`config.mk`:
```
export PLATFORM = sky130hd
export DESIGN_NAME = lights_out_button_decoder
export DESIGN_NICKNAME = d
export VERILOG_FILES = /design/src/rtl/lights_out_pkg.sv /design/src/rtl/lights_out_button_decoder_debounce.sv /design/src/rtl/lights_out_button_decoder.sv
export SDC_FILE = /design/constraint.sdc
export NUM_CORES = 1
export LEC_CHECK = 0
export BUFFER_PORTS_ARGS = -buffer_cell sky130_fd_sc_hd__buf_2
export CAP_MARGIN = 30
export CELL_PAD_IN_SITES_DETAIL_PLACEMENT = 2
export CELL_PAD_IN_SITES_GLOBAL_PLACEMENT = 2
export CORE_MARGIN = 1.5
export CORE_UTILIZATION = 42
export DETAILED_ROUTE_END_ITERATION = 16
export PLACE_DENSITY_LB_ADDON = 0.1
export SLEW_MARGIN = 20
export SYNTH_ARGS = -nofsm -noshare
export SYNTH_HDL_FRONTEND = slang
export SYNTH_HIERARCHICAL = 1
export SYNTH_SLANG_ARGS = --single-unit
```
`constraint.sdc`:
```
create_clock -name clk -period 5.4 [get_ports clk]
set_clock_uncertainty 0.2 [all_clocks]
set_input_delay 1.08 -clock clk [delete_from_list [all_inputs] [get_ports clk]]
set_output_delay 1.08 -clock clk [all_outputs]
set_load 0.05 [all_outputs]
```
`src/rtl/lights_out_pkg.sv`:
```
// lights_out_pkg: shared constants and helpers for the lights-out button input path.
package lights_out_pkg;
   localparam int N_CELLS = 9;
   localparam int CELL_IDX_W = 4;
   localparam logic [CELL_IDX_W-1:0] CELL_IDX_NONE = 4'hF;
   localparam int DEBOUNCE_DEFAULT = 1000;

   function automatic int cnt_w(input int debounce_cycles);
      return $clog2(debounce_cycles + 1);
   endfunction

   // Lowest set cell wins; CELL_IDX_NONE only when nothing is set.
   function automatic logic [CELL_IDX_W-1:0] lowest_idx(input logic [N_CELLS-1:0] v);
      lowest_idx = CELL_IDX_NONE;
      for (int i = N_CELLS - 1; i >= 0; i--)
         if (v[i]) lowest_idx = CELL_IDX_W'(i);
   endfunction
endpackage

```
`src/rtl/lights_out_button_decoder_debounce.sv`:
```
// lights_out_debounce: per-button synchroniser, debounce counter and press-edge pulse.
module lights_out_debounce
   import lights_out_pkg::*;
#(
   parameter int DEBOUNCE_CYCLES = DEBOUNCE_DEFAULT
) (
   input  logic clk,
   input  logic rst_n,
   input  logic ena,
   input  logic btn_raw,
   output logic rise
);
   localparam int CW = cnt_w(DEBOUNCE_CYCLES);
   logic [1:0] sync_ff;
   logic stable;
   logic [CW-1:0] cnt;
   logic accept;

   // The change is accepted on the edge where the counter would hit DEBOUNCE_CYCLES.
   assign accept = (sync_ff[1] != stable) && (cnt == CW'(DEBOUNCE_CYCLES - 1));
   assign rise = accept & sync_ff[1];

   always_ff @(posedge clk) begin
      if (!rst_n) begin
         sync_ff <= '0;
         stable <= 1'b0;
         cnt <= '0;
      end else if (ena) begin
         sync_ff <= {sync_ff[0], btn_raw};
         if (sync_ff[1] == stable) cnt <= '0;
         else if (accept) begin
            stable <= sync_ff[1];
            cnt <= '0;
         end else cnt <= cnt + 1'b1;
      end
   end
endmodule

```
`src/rtl/lights_out_button_decoder.sv`:
```
// lights_out_button_decoder: debounced press events for the 3x3 lights-out field,
// queued per cell and delivered lowest-index-first over valid/ready.
module lights_out_button_decoder
   import lights_out_pkg::*;
#(
   parameter int DEBOUNCE_CYCLES = DEBOUNCE_DEFAULT,
   parameter int N_BTN = N_CELLS
) (
   input  logic                  clk,
   input  logic                  rst_n,
   input  logic                  ena,
   input  logic [N_BTN-1:0]      btn_raw,
   output logic                  press_valid,
   input  logic                  press_ready,
   output logic [CELL_IDX_W-1:0] press_idx,
   output logic                  press_overrun,
   output logic                  busy
);
   logic [N_BTN-1:0] rise, pending, clr;
   logic hs;

   genvar i;
   generate
      for (i = 0; i < N_BTN; i++) begin : g_btn
         lights_out_debounce #(.DEBOUNCE_CYCLES(DEBOUNCE_CYCLES)) u_db (
            .clk(clk),
            .rst_n(rst_n),
            .ena(ena),
            .btn_raw(btn_raw[i]),
            .rise(rise[i])
         );
      end
   endgenerate

   assign hs = press_valid & press_ready;
   assign clr = hs ? {{(N_BTN-1){1'b0}}, 1'b1} << press_idx : '0;
   assign busy = |pending | press_valid;

   // A fresh press beats a same-cycle consume of that cell, so it is never lost.
   always_ff @(posedge clk) begin
      if (!rst_n) begin
         pending <= '0;
         press_valid <= 1'b0;
         press_idx <= '0;
         press_overrun <= 1'b0;
      end else if (ena) begin
         pending <= (pending & ~clr) | rise;
         press_overrun <= |(rise & pending & ~clr);
         if (hs) press_valid <= 1'b0;
         else if (!press_valid && |pending) begin
            press_valid <= 1'b1;
            press_idx <= lowest_idx(pending);
         end
      end
   end
endmodule

```
* Yosys cells after proc, flatten, opt, wreduce, memory -nomap -nowiden
Index checks and enable logic that the tools add are counted.
** Word-level totals
- Bits in registers :: 132
- Input port bits :: 13
- Logic and storage cells :: 149
** Cells by class
- Equal/unequal tests :: 27
- Multiplexer cells :: 30
- Shift-type cells :: 1
- $add $sub $neg :: 9
- Bitwise operators :: 26
- Reductions and logical operators :: 25
** Operator list (count)
- $mux 10 :: 18
- $add 10x1->10 const B :: 9
- $eq 10x10->1 const B :: 9
- $mux 4 :: 8
- $reduce_and 3->1 :: 10
- $and 9x9->9 :: 3
- $reduce_or 9->1 :: 2
- $and 1x1->1 :: 10
- $logic_and 1x1->1 :: 10
- $not 1->1 :: 10
- $eq 1x1->1 :: 9
- $mux 9 :: 1
- $ne 1x1->1 :: 9
- $not 9->9 :: 1
- $or 9x9->9 :: 1
- $shl 1x4->9 const A :: 1
- $mux 3 :: 1
- $mux 1 :: 2
- $reduce_and 2->1 :: 1
- $reduce_bool 2->1 :: 1
- $logic_not 1->1 :: 1
- $or 1x1->1 :: 1

* Depth between registers and ports, before layout
Gate-level depths: netlist (run 1).
- Word-level depth :: 9
- Mapped depth :: 10
- Depth with buffers taken out :: 9

* By module
The synthesis (run 1) kept the hierarchy.
** Modules (own cells, without submodules)
- lights_out_debounce :: instances 9, cells an instance 81, seq. area each 260.2 um^2, area each 706.9 um^2
- lights_out_button_decoder :: instances 1, cells an instance 107, seq. area each 300.3 um^2, area each 858.3 um^2

* Worst setup path after synthesis (run 1)
Ideal clock, no wire load.
- Path kind :: register to output
- Start point :: register pending[4]
- End point :: output port busy
- Stages on the path, launching flop included :: 4
- Path slack :: 2.558 ns
- Arrival :: 1.562 ns
- Cell sequence :: dfxtp_1 or4_4 nand2b_1 or3_1
** On the way
- Longest elaborated chain between the ends :: 2
** Ends and longest elaborated chain
- start, declared :: line lights_out_button_decoder.sv:19 : logic [N_BTN-1:0] rise, pending, clr;
- start signal, assigned :: line lights_out_button_decoder.sv:47 : pending <= (pending & ~clr) | rise;
- $reduce_or 9->1 :: line lights_out_button_decoder.sv:37 : assign busy = |pending | press_valid;
- $or 1x1->1 :: line lights_out_button_decoder.sv:37
- end, declared :: line lights_out_button_decoder.sv:17 : output logic busy
Every way passes these cells.

* Worst setup path after layout (run 1)
Ends and elaborated chain as after synthesis.

==> flow_metrics.env, run 1 <==
export IMPL_ys_async_sr_fraction_pct=0
export IMPL_coreArea_um2=16700
export IMPL_synth_area_top_cells="dfxtp_1 37%, nor2b_1 5.2%, a21boi_0 4.7%"
export IMPL_syn_inst=836
export IMPL_synth_top_area_share_pct=36.6
export IMPL_hp_class="reg -> reg"
export IMPL_grt_pass1_wl_um=36000
export IMPL_arrival_ns=2.07
export IMPL_dieArea_um2=18000
export IMPL_area_growth_pct=10.1
export IMPL_path_cells="or4_4 > nand2b_1 > or3_1 > buf_2"
export IMPL_setup_ws_ns=2.05
export IMPL_hpwl_um=14100
export IMPL_finalCritPeriodShare_pct=62.1
export IMPL_p_per_area_nw_per_um2=276
export IMPL_final_util_pct=47.6
export IMPL_dpl_worst_slack_ns=2.20
export IMPL_cp_slowest_stage_delay_ns=0.58
export IMPL_cts_tree="built"
export IMPL_worstSkewPairLatency_ns=0.43
export IMPL_first_global_vias=7257
export IMPL_via_per_inst=6.02
export IMPL_fin_area_um2=7950
export IMPL_vias=6510
export IMPL_layout_drive_gt1_share_pct=13.0
export IMPL_diodes=0
export IMPL_final_setup_tns_ns=0
export IMPL_required_ns=4.12
export IMPL_numPortBuffers=19
export IMPL_endpoint_kind="primary output"
export IMPL_nets=871
export IMPL_start_util_pct=43.2
export IMPL_ys_ff_latch=132
export IMPL_synth_warnings=6
export IMPL_max_vdd_ir_drop_v=0.000218
export IMPL_synth_fp_nets=858
export IMPL_multiInputGateArea_um2=4260
export IMPL_wl_per_cell_um=19.6
export IMPL_drt_total_wl_um=21200
export IMPL_max_freq_mhz=298
export IMPL_place_area_um2=7400
export IMPL_relSlewSlack_pct=49.7
export IMPL_cts_resized=0
export IMPL_drc_errors=0
export IMPL_crit_type="reg -> out"
export IMPL_setup_violations=0
export IMPL_drtIter0Drc=215
export IMPL_maxCapViolCount=0
export IMPL_post_cts_buffers=0
export IMPL_route_antenna_remaining_nets=0
export IMPL_hold_viol_final=0
export IMPL_cts_root_buffer="clkbuf_16"
export IMPL_yosysSeqAreaShare_pct=36.6
export IMPL_outcome="complete, no violations"
export IMPL_hold_buffers=0
export IMPL_grt_usage_pct=24.7
export IMPL_drv_slew=0
export IMPL_die_h_um=134
export IMPL_rsz0062_at_grt="no"
export IMPL_synthFlopType="dfxtp_1"
export IMPL_worstReg2RegStart="g_btn[0].u_db/cnt[0]$_SDFFE_PN0P_"
export IMPL_synth_area_leader_cell="dfxtp_1"
export IMPL_synth_edf_count=0
export IMPL_cts_max_level=4
export IMPL_pin_count=20
export IMPL_whs_ns=0.309
export IMPL_cts_buffers=17
export IMPL_placementRows=47
export IMPL_cp_startpoint="pending[4]$_SDFFE_PN0P_"
export IMPL_hold_depth=1
export IMPL_ff_latch_area_um2=2640
export IMPL_die_w_um=134
export IMPL_period_minus_slack_ns=3.35
export IMPL_ys_types=48
export IMPL_worstMarginPinSlew_ns=0.754
export IMPL_grt_antenna_before_repair=0
export IMPL_crit_path_start_kind="register"
export IMPL_critPathMaxFanout=5
export IMPL_first_pass_iters=6
export IMPL_p_leak_nw=2.67
export IMPL_ctsLongestPathBuffers=2
export IMPL_crit_slowest_cell="or4_4"
export IMPL_fillers=1867
export IMPL_synth_area_um2=7220
export IMPL_overflow=0
export IMPL_worstRegToRegCells=9
export IMPL_hold_start="g_btn[7].u_db/cnt[8]$_SDFFE_PN0P_"
export IMPL_clk_pin_slew_ns=0.06
export IMPL_grt_max_degree=61
export IMPL_gp_congestion=0.777
export IMPL_avgSynthCellArea_um2=8.64
export IMPL_cts_sinks=132
## path summary, 6_finish.rpt
check	endpoint	slack, ns
max	busy	2.05
min	g_btn[7].u_db/cnt[8]$_SDFFE_PN0P_	0.31
max reg2reg	press_overrun$_SDFFE_PN0P_	2.60
min reg2reg	g_btn[7].u_db/cnt[8]$_SDFFE_PN0P_	0.31
## report_power, final
group          total (mW)  internal (mW)  switching, mW
registers           0.988          0.982        0.00588
logic               0.108         0.0424         0.0660
clock network        1.10          0.661          0.440
## final cells by class
class	instances	area share, %
clock buffers	21	5.92
flip-flops and latches	132	33.2
inverters	20	0.944
well taps	220	3.46
clock inverters	10	1.04
multi-input cells	654	53.5
repair buffers	24	1.86
## placed cells by master, fill, tap and decap left out, drive strengths merged, types with 19 or more instances in the layout
cell type | Yosys | routed
nand3 | 36 | 36
a32oi | 19 | 19
a31o | 28 | 28
buf | 18 | 24
or3 | 19 | 19
dfxtp | 132 | 132
and2 | 19 | 19
nand4 | 37 | 37
clkbuf | 12 | 21
a22o | 27 | 27
nor3 | 19 | 19
nor2b | 60 | 60
a21boi | 45 | 45
inv | 20 | 20
nor2 | 38 | 38
nand3b | 27 | 27
nand2 | 86 | 86
o21ai | 48 | 48
## routing by layer
metal  up-vias  GRT usage [%]  part of all wire, %
li1       3139              -                    -
met1      3301           28.5                   44
met2        51           46.3                   52
met3        19           4.69                  2.0
met4         0           6.81                  1.1
met5         -              0                    0
## Yosys cell counts, types with 20 or more instances
cell type    n
o21ai_0     48
nand4_1     37
nand2_1     86
dfxtp_1    132
nand3_1     36
a21boi_0    45
nand3b_1    27
nor2_1      38
nor2b_1     60
inv_1       20
## flip-flops by register name, indices dropped and copies added (netlist names)
register	flops
press_overrun	1
press_idx	4
g_btn.u_db/stable	9
press_valid	1
g_btn.u_db/cnt	90
g_btn.u_db/sync_ff	18
pending	9
## worst max-delay path, delay by kind of cell (launching register included)
family	cells	cell delay, ns
and+or+nand+nor	3	1.08
DFF	1	0.35
buffers and inverters	1	0.22
## logic make-up after synthesis
logic type | synth area share [%]
XOR/XNOR | 1.09
AND/OR/NAND/NOR | 30.8
buffers and inverters | 4.47
adder cells (fa/ha/maj) | 1.56
multiplexers | 2.50
flip-flops | 36.6
AO/OA/AOI/OAI | 23.0
## through the flow
step / cells / total power [mW]
6_report: 1081 / 2.20
5_1_grt: 1081 / 2.27
4_1_cts: 1081 / 2.23
3_5_place_dp: 1050 / 1.12
3_3_place_gp: 1050 / 1.11
2_1_floorplan: 836 / 1.09
Power figures use the tool's default switching activity.
==> run 2, diff against run 1 <==
--- a/config.mk
+++ b/config.mk
@@ -5,12 +5,13 @@
 export SDC_FILE = /design/constraint.sdc
 export NUM_CORES = 1
 export LEC_CHECK = 0
+export ABC_AREA = 1
 export BUFFER_PORTS_ARGS = -buffer_cell sky130_fd_sc_hd__buf_2
 export CAP_MARGIN = 30
 export CELL_PAD_IN_SITES_DETAIL_PLACEMENT = 2
 export CELL_PAD_IN_SITES_GLOBAL_PLACEMENT = 2
 export CORE_MARGIN = 1.5
-export CORE_UTILIZATION = 42
+export CORE_UTILIZATION = 35
 export DETAILED_ROUTE_END_ITERATION = 16
 export PLACE_DENSITY_LB_ADDON = 0.1
 export SLEW_MARGIN = 20
==> constraint.sdc (replaced) <==
create_clock -name clk -period 3.3 [get_ports clk]
set_clock_uncertainty 0.2 [all_clocks]
set_input_delay 0.66 -clock clk [delete_from_list [all_inputs] [get_ports clk]]
set_output_delay 0.66 -clock clk [all_outputs]
set_load 0.05 [all_outputs]
==> run 2 against run 1 <==
Critical path depth rose by 2. Sequential power rose by 67%. Flip-flop and latch count did not move. Register-to-register slack got worse by 1.6 ns. Total power rose by 74%.
==> flow_metrics.env, run 2 <==
export IMPL_outcome="complete, no violations"
export IMPL_drc_errors=0
export IMPL_vias=7680
export IMPL_dp_cells=1468
export IMPL_diodes=0
export IMPL_power_share_switching_pct=25.3
export IMPL_grt_antenna_before_repair=0
export IMPL_pwr_share_seq_pct=43.2
export IMPL_whs_ns=0.268
export IMPL_post_cts_buffers=0
export IMPL_finalCritPeriodShare_pct=79.6
export IMPL_gp_congestion=0.751
export IMPL_dieArea_um2=22200
export IMPL_crit_slowest_cell="dfxtp_1"
export IMPL_cp_buffers_inverters=1
export IMPL_coreArea_um2=21000
export IMPL_yosysMostFrequentCell="nand2_1"
export IMPL_p_clk_share_pct=50.7
export IMPL_combPwrFrac_pct=6.1
export IMPL_start_util_pct=35.7
export IMPL_worstRegToRegCells=12
export IMPL_numPortBuffers=19
export IMPL_net_switching_power_uw=966
export IMPL_ys_ff_latch=132
export IMPL_cts_sinks=132
export IMPL_final_util_pct=40.1
export IMPL_via_per_inst=5.12
export IMPL_crit_type="reg -> out"
export IMPL_cp_slowest_stage_delay_ns=0.35
export IMPL_grt_pass1_wl_um=40100
export IMPL_internal_power_mw=2.85
export IMPL_worstMarginPinSlew_ns=0.630
export IMPL_synth_area_um2=7480
export IMPL_ys_types=22
export IMPL_synth_warnings=6
export IMPL_hold_viol_final=0
export IMPL_area_growth_pct=12.3
export IMPL_synth_area_leader_cell="dfxtp_1"
export IMPL_grt_usage_pct=22.2
export IMPL_cts_root_buffer="clkbuf_16"
export IMPL_cts_tree="built"
export IMPL_crit_path_start_kind="register"
export IMPL_grt_max_degree=37
export IMPL_crit_family="simple AND/OR/NAND/NOR gates"
export IMPL_die_w_um=149
export IMPL_setup_ws_ns=0.673
export IMPL_hpwl_um=16100
export IMPL_hold_buffers=0
export IMPL_route_antenna_remaining_nets=0
export IMPL_ys_async_sr_fraction_pct=0
export IMPL_synth_edf_count=0
export IMPL_hp_class="in -> reg"
export IMPL_largest_reg_flops=90
export IMPL_synth_fp_nets=1218
export IMPL_cts_resized=0
export IMPL_relSlewSlack_pct=58.0
export IMPL_required_ns=2.44
export IMPL_mostFrequentLayoutCell="nand2_1"
export IMPL_final_setup_tns_ns=0
export IMPL_wl_per_cell_um=15.5
export IMPL_hold_depth=3
export IMPL_final_cells=1500
export IMPL_layout_drive_gt1_share_pct=9.22
export IMPL_avgSynthCellArea_um2=6.25
export IMPL_rsz0062_at_grt="no"
export IMPL_cp_num_cells=6
export IMPL_placementRows=53
export IMPL_synth_common_cells="317 x nand2_1, 196 x nor2_1, 147 x inv_1"
export IMPL_synth_top_area_share_pct=35.3
export IMPL_cts_buffers=17
export IMPL_p_leak_nw=2.99
export IMPL_mostFrequentLayoutCells="317 x nand2_1, 196 x nor2_1, 147 x inv_1, 132 x dfxtp_1, 112 x nand3_1"
export IMPL_clk_pin_slew_ns=0.06
export IMPL_arrival_ns=1.77
export IMPL_syn_inst=1196
export IMPL_critPathMaxFanout=4
export IMPL_synth_area_top_cells="dfxtp_1 35%, nand2_1 16%, nor2_1 9.8%"
export IMPL_first_global_vias=8186
export IMPL_die_h_um=149
export IMPL_dpl_worst_slack_ns=0.469
export IMPL_overflow=0
export IMPL_setup_violations=0
export IMPL_period_minus_slack_ns=2.63
export IMPL_ctsLongestPathBuffers=2
export IMPL_pin_count=20
export IMPL_max_vdd_ir_drop_v=0.000264
export IMPL_nets=1234
export IMPL_path_cells="nor2_1 > nand3_1 > nor2_2 > nand2_2 > or2_1 > buf_2"
export IMPL_worstSkewPairLatency_ns=0.43
export IMPL_first_pass_iters=4
export IMPL_max_flop_register="g_btn.u_db/cnt"
export IMPL_synthFlopType="dfxtp_1"
export IMPL_max_freq_mhz=381
export IMPL_drv_slew=0
export IMPL_p_per_area_nw_per_um2=455
export IMPL_cts_max_level=4
export IMPL_drt_total_wl_um=23200
export IMPL_endpoint_kind="primary output"
export IMPL_drtIter0Drc=181
export IMPL_yosysSeqAreaShare_pct=35.3
export IMPL_reg_largest_list="g_btn.u_db/cnt x90, g_btn.u_db/sync_ff x18"
export IMPL_maxCapViolCount=0
run 2: cell types whose count changed after synthesis, moves of 60 or more:
| cell | delta |
|---|---|
| a21oi_1 | +92 |
| inv_1 | +127 |
| nand2_1 | +231 |
| nand3_1 | +76 |
| nor2_1 | +158 |
| nor2b_1 | -60 |
run 2: worst reg2reg max path, stage by stage (launching register included):
cell and delay [ns]:
dfxtp_1 0.48, ha_1 0.25, nand2_1 0.08, inv_1 0.08
nand3_2 0.24, nor2_1 0.29, nand2_1 0.08, o21bai_1 0.17
nand2_1 0.09, nor2_2 0.04, nand3_1 0.06, nand2_1 0.07
inv_1 0.06
run 2: per-layer routing:
| metal | global-route usage, % | share of wire (%) | vias up |
|---|---|---|---|
| li1 | - | - | 3851 |
| met1 | 27.9 | 48 | 3773 |
| met2 | 39.4 | 50 | 35 |
| met3 | 3.00 | 1.2 | 21 |
| met4 | 6.49 | 1.2 | 0 |
| met5 | 0 | 0 | - |
run 2: worst paths after layout:
kind                                                               to  slack (ns)                             startpoint
worst max-delay path                                             busy        0.67                pending[0]$_SDFFE_PN0P_
worst min register to register  g_btn[3].u_db/sync_ff[0]$_SDFFE_PN0P_        0.30  g_btn[3].u_db/sync_ff[0]$_SDFFE_PN0P_
worst min-delay path            g_btn[3].u_db/sync_ff[0]$_SDFFE_PN0P_        0.27                             btn_raw[3]
worst max register to register             press_overrun$_SDFFE_PN0P_        1.03      g_btn[8].u_db/cnt[0]$_SDFFE_PN0P_
run 2: cell type report:
type | instances | area (µm²)
well taps | 275 | 344
clock buffers | 20 | 467
repair buffers | 27 | 158
multi-input cells | 885 | 4090
fillers | 2671 | 12600
flip-flops and latches | 132 | 2640
inverters | 149 | 559
clock inverters | 12 | 129
run 2: cells by family (layout without fill, tap and decap cells):
| group | count (synthesis) | count (layout) | synth area share (%) |
|---|---|---|---|
| buffers and inverters | 179 | 208 | 9.89 |
| adder cells (fa/ha/maj) | 9 | 9 | 1.51 |
| AND/OR/NAND/NOR | 669 | 669 | 38.1 |
| AO/OA/AOI/OAI | 207 | 207 | 15.1 |
| flip-flops | 132 | 132 | 35.3 |
run 2: through the flow:
| step | power [mW] | cell area, µm² |
|---|---|---|
| global placement | 1.91 | 7800 |
| floorplan | 1.83 | 7480 |
| detailed placement | 1.92 | 7800 |
| CTS | 3.89 | 8390 |
| finish | 3.82 | 8390 |
| global route | 3.98 | 8390 |
run 2: power by group through the flow:
stage	Clock, mW	Combinational [mW]	Sequential [mW]
finish	1.94	0.233	1.65
global placement	0	0.228	1.68
detailed placement	0	0.233	1.68
CTS	2.00	0.238	1.65
floorplan	0	0.139	1.69
global route	2.07	0.263	1.65
==> run 3, diff against run 2 <==
==> constraint.sdc (replaced) <==
create_clock -name clk -period 2.6 [get_ports clk]
set_clock_uncertainty 0.2 [all_clocks]
set_input_delay 0.52 -clock clk [delete_from_list [all_inputs] [get_ports clk]]
set_output_delay 0.52 -clock clk [all_outputs]
set_load 0.05 [all_outputs]
==> run 3 against run 2 <==
Largest power group unchanged. Cell count is 0.73% higher. Utilization is 0.27 points higher. Largest cell class unchanged. Via count up 0.61%.
==> flow_metrics.env, run 3 (same netlist as run 2, synthesis figures left out) <==
export IMPL_post_cts_buffers=0
export IMPL_cts_sinks=132
export IMPL_arrival_ns=1.81
export IMPL_net_switching_power_mw=1.16
export IMPL_dp_cells=1481
export IMPL_pwr_share_seq_pct=44.4
export IMPL_grt_max_degree=45
export IMPL_route_antenna_remaining_nets=0
export IMPL_vias=7727
export IMPL_drv_slew=0
export IMPL_area_growth_pct=13.0
export IMPL_hpwl_um=16800
export IMPL_via_per_inst=5.11
export IMPL_use_met2_pct=42.6
export IMPL_endpoint="busy"
export IMPL_max_flop_register="g_btn.u_db/cnt"
export IMPL_multiInputGateArea_um2=4090
export IMPL_grt_antenna_before_repair=0
export IMPL_largest_reg_flops=90
export IMPL_drtIter0Drc=226
export IMPL_p_leak_nw=3.04
export IMPL_grt_usage_pct=23.2
export IMPL_worstRegToRegCells=12
export IMPL_die_h_um=149
export IMPL_final_util_pct=40.3
export IMPL_mostFrequentLayoutCell="nand2_1"
export IMPL_placementRows=53
export IMPL_worstReg2RegStart="g_btn[8].u_db/cnt[0]$_SDFFE_PN0P_"
export IMPL_busiest_layer="met2"
export IMPL_max_vdd_ir_drop_v=0.000412
export IMPL_p_per_area_nw_per_um2=559
export IMPL_outcome="complete, no violations"
export IMPL_max_freq_mhz=395
export IMPL_hold_viol_final=0
export IMPL_relSlewSlack_pct=61.3
export IMPL_ctsLongestPathBuffers=2
export IMPL_gp_congestion=0.761
export IMPL_finalCritPeriodShare_pct=97.3
export IMPL_die_w_um=149
export IMPL_cts_root_buffer="clkbuf_16"
export IMPL_finalPower_mw=4.72
export IMPL_mostFrequentLayoutCells="317 x nand2_1, 196 x nor2_1, 147 x inv_1, 132 x dfxtp_1, 112 x nand3_1"
export IMPL_crit_type="reg -> out"
export IMPL_crit_path_start_kind="register"
export IMPL_timing_rr_end="press_overrun$_SDFFE_PN0P_"
export IMPL_coreArea_um2=21000
export IMPL_final_cells=1511
export IMPL_r2r_setup_slack_ns=0.42
export IMPL_pin_count=20
export IMPL_combPwrFrac_pct=6.7
export IMPL_first_pass_iters=4
export IMPL_grt_use_met3_pct=3.58
export IMPL_start_util_pct=35.7
export IMPL_hold_buffers=0
export IMPL_grt_pass1_wl_um=41200
export IMPL_whs_ns=0.123
export IMPL_maxCapViolCount=0
export IMPL_drc_errors=0
export IMPL_fillers=2650
export IMPL_worstMarginPinSlew_ns=0.581
export IMPL_hp_class="in -> reg"
export IMPL_period_minus_slack_ns=2.53
export IMPL_worstSkewPairLatency_ns=0.42
export IMPL_clk_pin_slew_ns=0.05
export IMPL_grt_use_met1_pct=27.5
export IMPL_cts_max_level=4
export IMPL_dieArea_um2=22200
export IMPL_cp_startpoint="pending[4]$_SDFFE_PN0P_"
export IMPL_setup_violations=0
export IMPL_internal_power_mw=3.57
export IMPL_rsz0062_at_grt="no"
export IMPL_endpoint_kind="primary output"
export IMPL_final_setup_tns_ns=0
export IMPL_critPathMaxFanout=4
export IMPL_nets=1247
export IMPL_reg_largest_list="g_btn.u_db/cnt x90, g_btn.u_db/sync_ff x18"
export IMPL_numPortBuffers=19
export IMPL_overflow=0
export IMPL_diodes=0
export IMPL_power_share_switching_pct=24.5
export IMPL_cts_tree="built"
export IMPL_p_clk_share_pct=49.0
export IMPL_drt_total_wl_um=24500
export IMPL_cts_resized=0
export IMPL_cts_buffers=17
export IMPL_ff_latch_area_um2=2640
export IMPL_required_ns=1.88
export IMPL_first_global_vias=8406
export IMPL_wl_per_cell_um=16.2
export IMPL_layout_drive_gt1_share_pct=9.55
run 3: changes by cell type in the layout (fill, tap and decap cells not counted):
cell        previous run  this run
buf_4                  9        21
clkbuf_1               0         6
clkinvlp_4             3         0
clkbuf_8               3         1
clkinv_4               2         0
buf_12                 0         1
inv_6                  1         0
run 3: worst max-delay path: stages (launching register included):
cell and delay (ns):
dfxtp_1 0.35, nor2_2 0.14, nand3_1 0.14, nor2_2 0.20
nand2_2 0.10, or2_1 0.24, buf_2 0.22
run 3: cell type report:
type,instances,share of cell area [%]
Sequential cell,132,31.3
Timing Repair Buffer,40,3.17
Inverter,149,6.62
Tap cell,275,4.07
Multi-Input combinational cell,885,48.5
Clock inverter,6,0.948
Clock buffer,24,5.46
run 3: per-layer routing:
metal  wire length, µm  vias to the layer above
li1                  -                     3873
met1             11000                     3770
met2             12600                       56
met3               424                       28
met4               393                        0
met5                 0                        -
run 3: worst min-delay path by stage:
| stage | endpoint | start | cells after the start |
|---|---|---|---|
| 2_1_floorplan | g_btn[0].u_db/sync_ff[0]$_SDFFE_PN0P_ | g_btn[0].u_db/sync_ff[0]$_SDFFE_PN0P_ | 2 |
| 3_5_place_dp | g_btn[8].u_db/sync_ff[0]$_SDFFE_PN0P_ | g_btn[8].u_db/sync_ff[0]$_SDFFE_PN0P_ | 2 |
| 5_1_grt | g_btn[3].u_db/sync_ff[0]$_SDFFE_PN0P_ | btn_raw[3] | 3 |
| 4_1_cts | g_btn[3].u_db/sync_ff[0]$_SDFFE_PN0P_ | btn_raw[3] | 3 |
| 6_report | g_btn[0].u_db/sync_ff[0]$_SDFFE_PN0P_ | btn_raw[0] | 3 |
| 3_3_place_gp | g_btn[0].u_db/sync_ff[0]$_SDFFE_PN0P_ | g_btn[0].u_db/sync_ff[0]$_SDFFE_PN0P_ | 2 |
run 3: power groups by stage:
stage	clock network, mW	registers, mW	logic (mW)
floorplan	0	2.14	0.176
global placement	0	2.14	0.307
detailed placement	0	2.14	0.317
CTS	2.39	2.09	0.322
global route	2.47	2.10	0.352
finish	2.31	2.09	0.315
run 3: stage by stage:
step           worst slack, ns  instance area (µm²)
2_1_floorplan            0.723                 7480
3_3_place_gp             0.373                 7910
3_5_place_dp             0.314                 7910
4_1_cts                 0.0400                 8450
5_1_grt                0.00341                 8450
6_report                0.0694                 8450
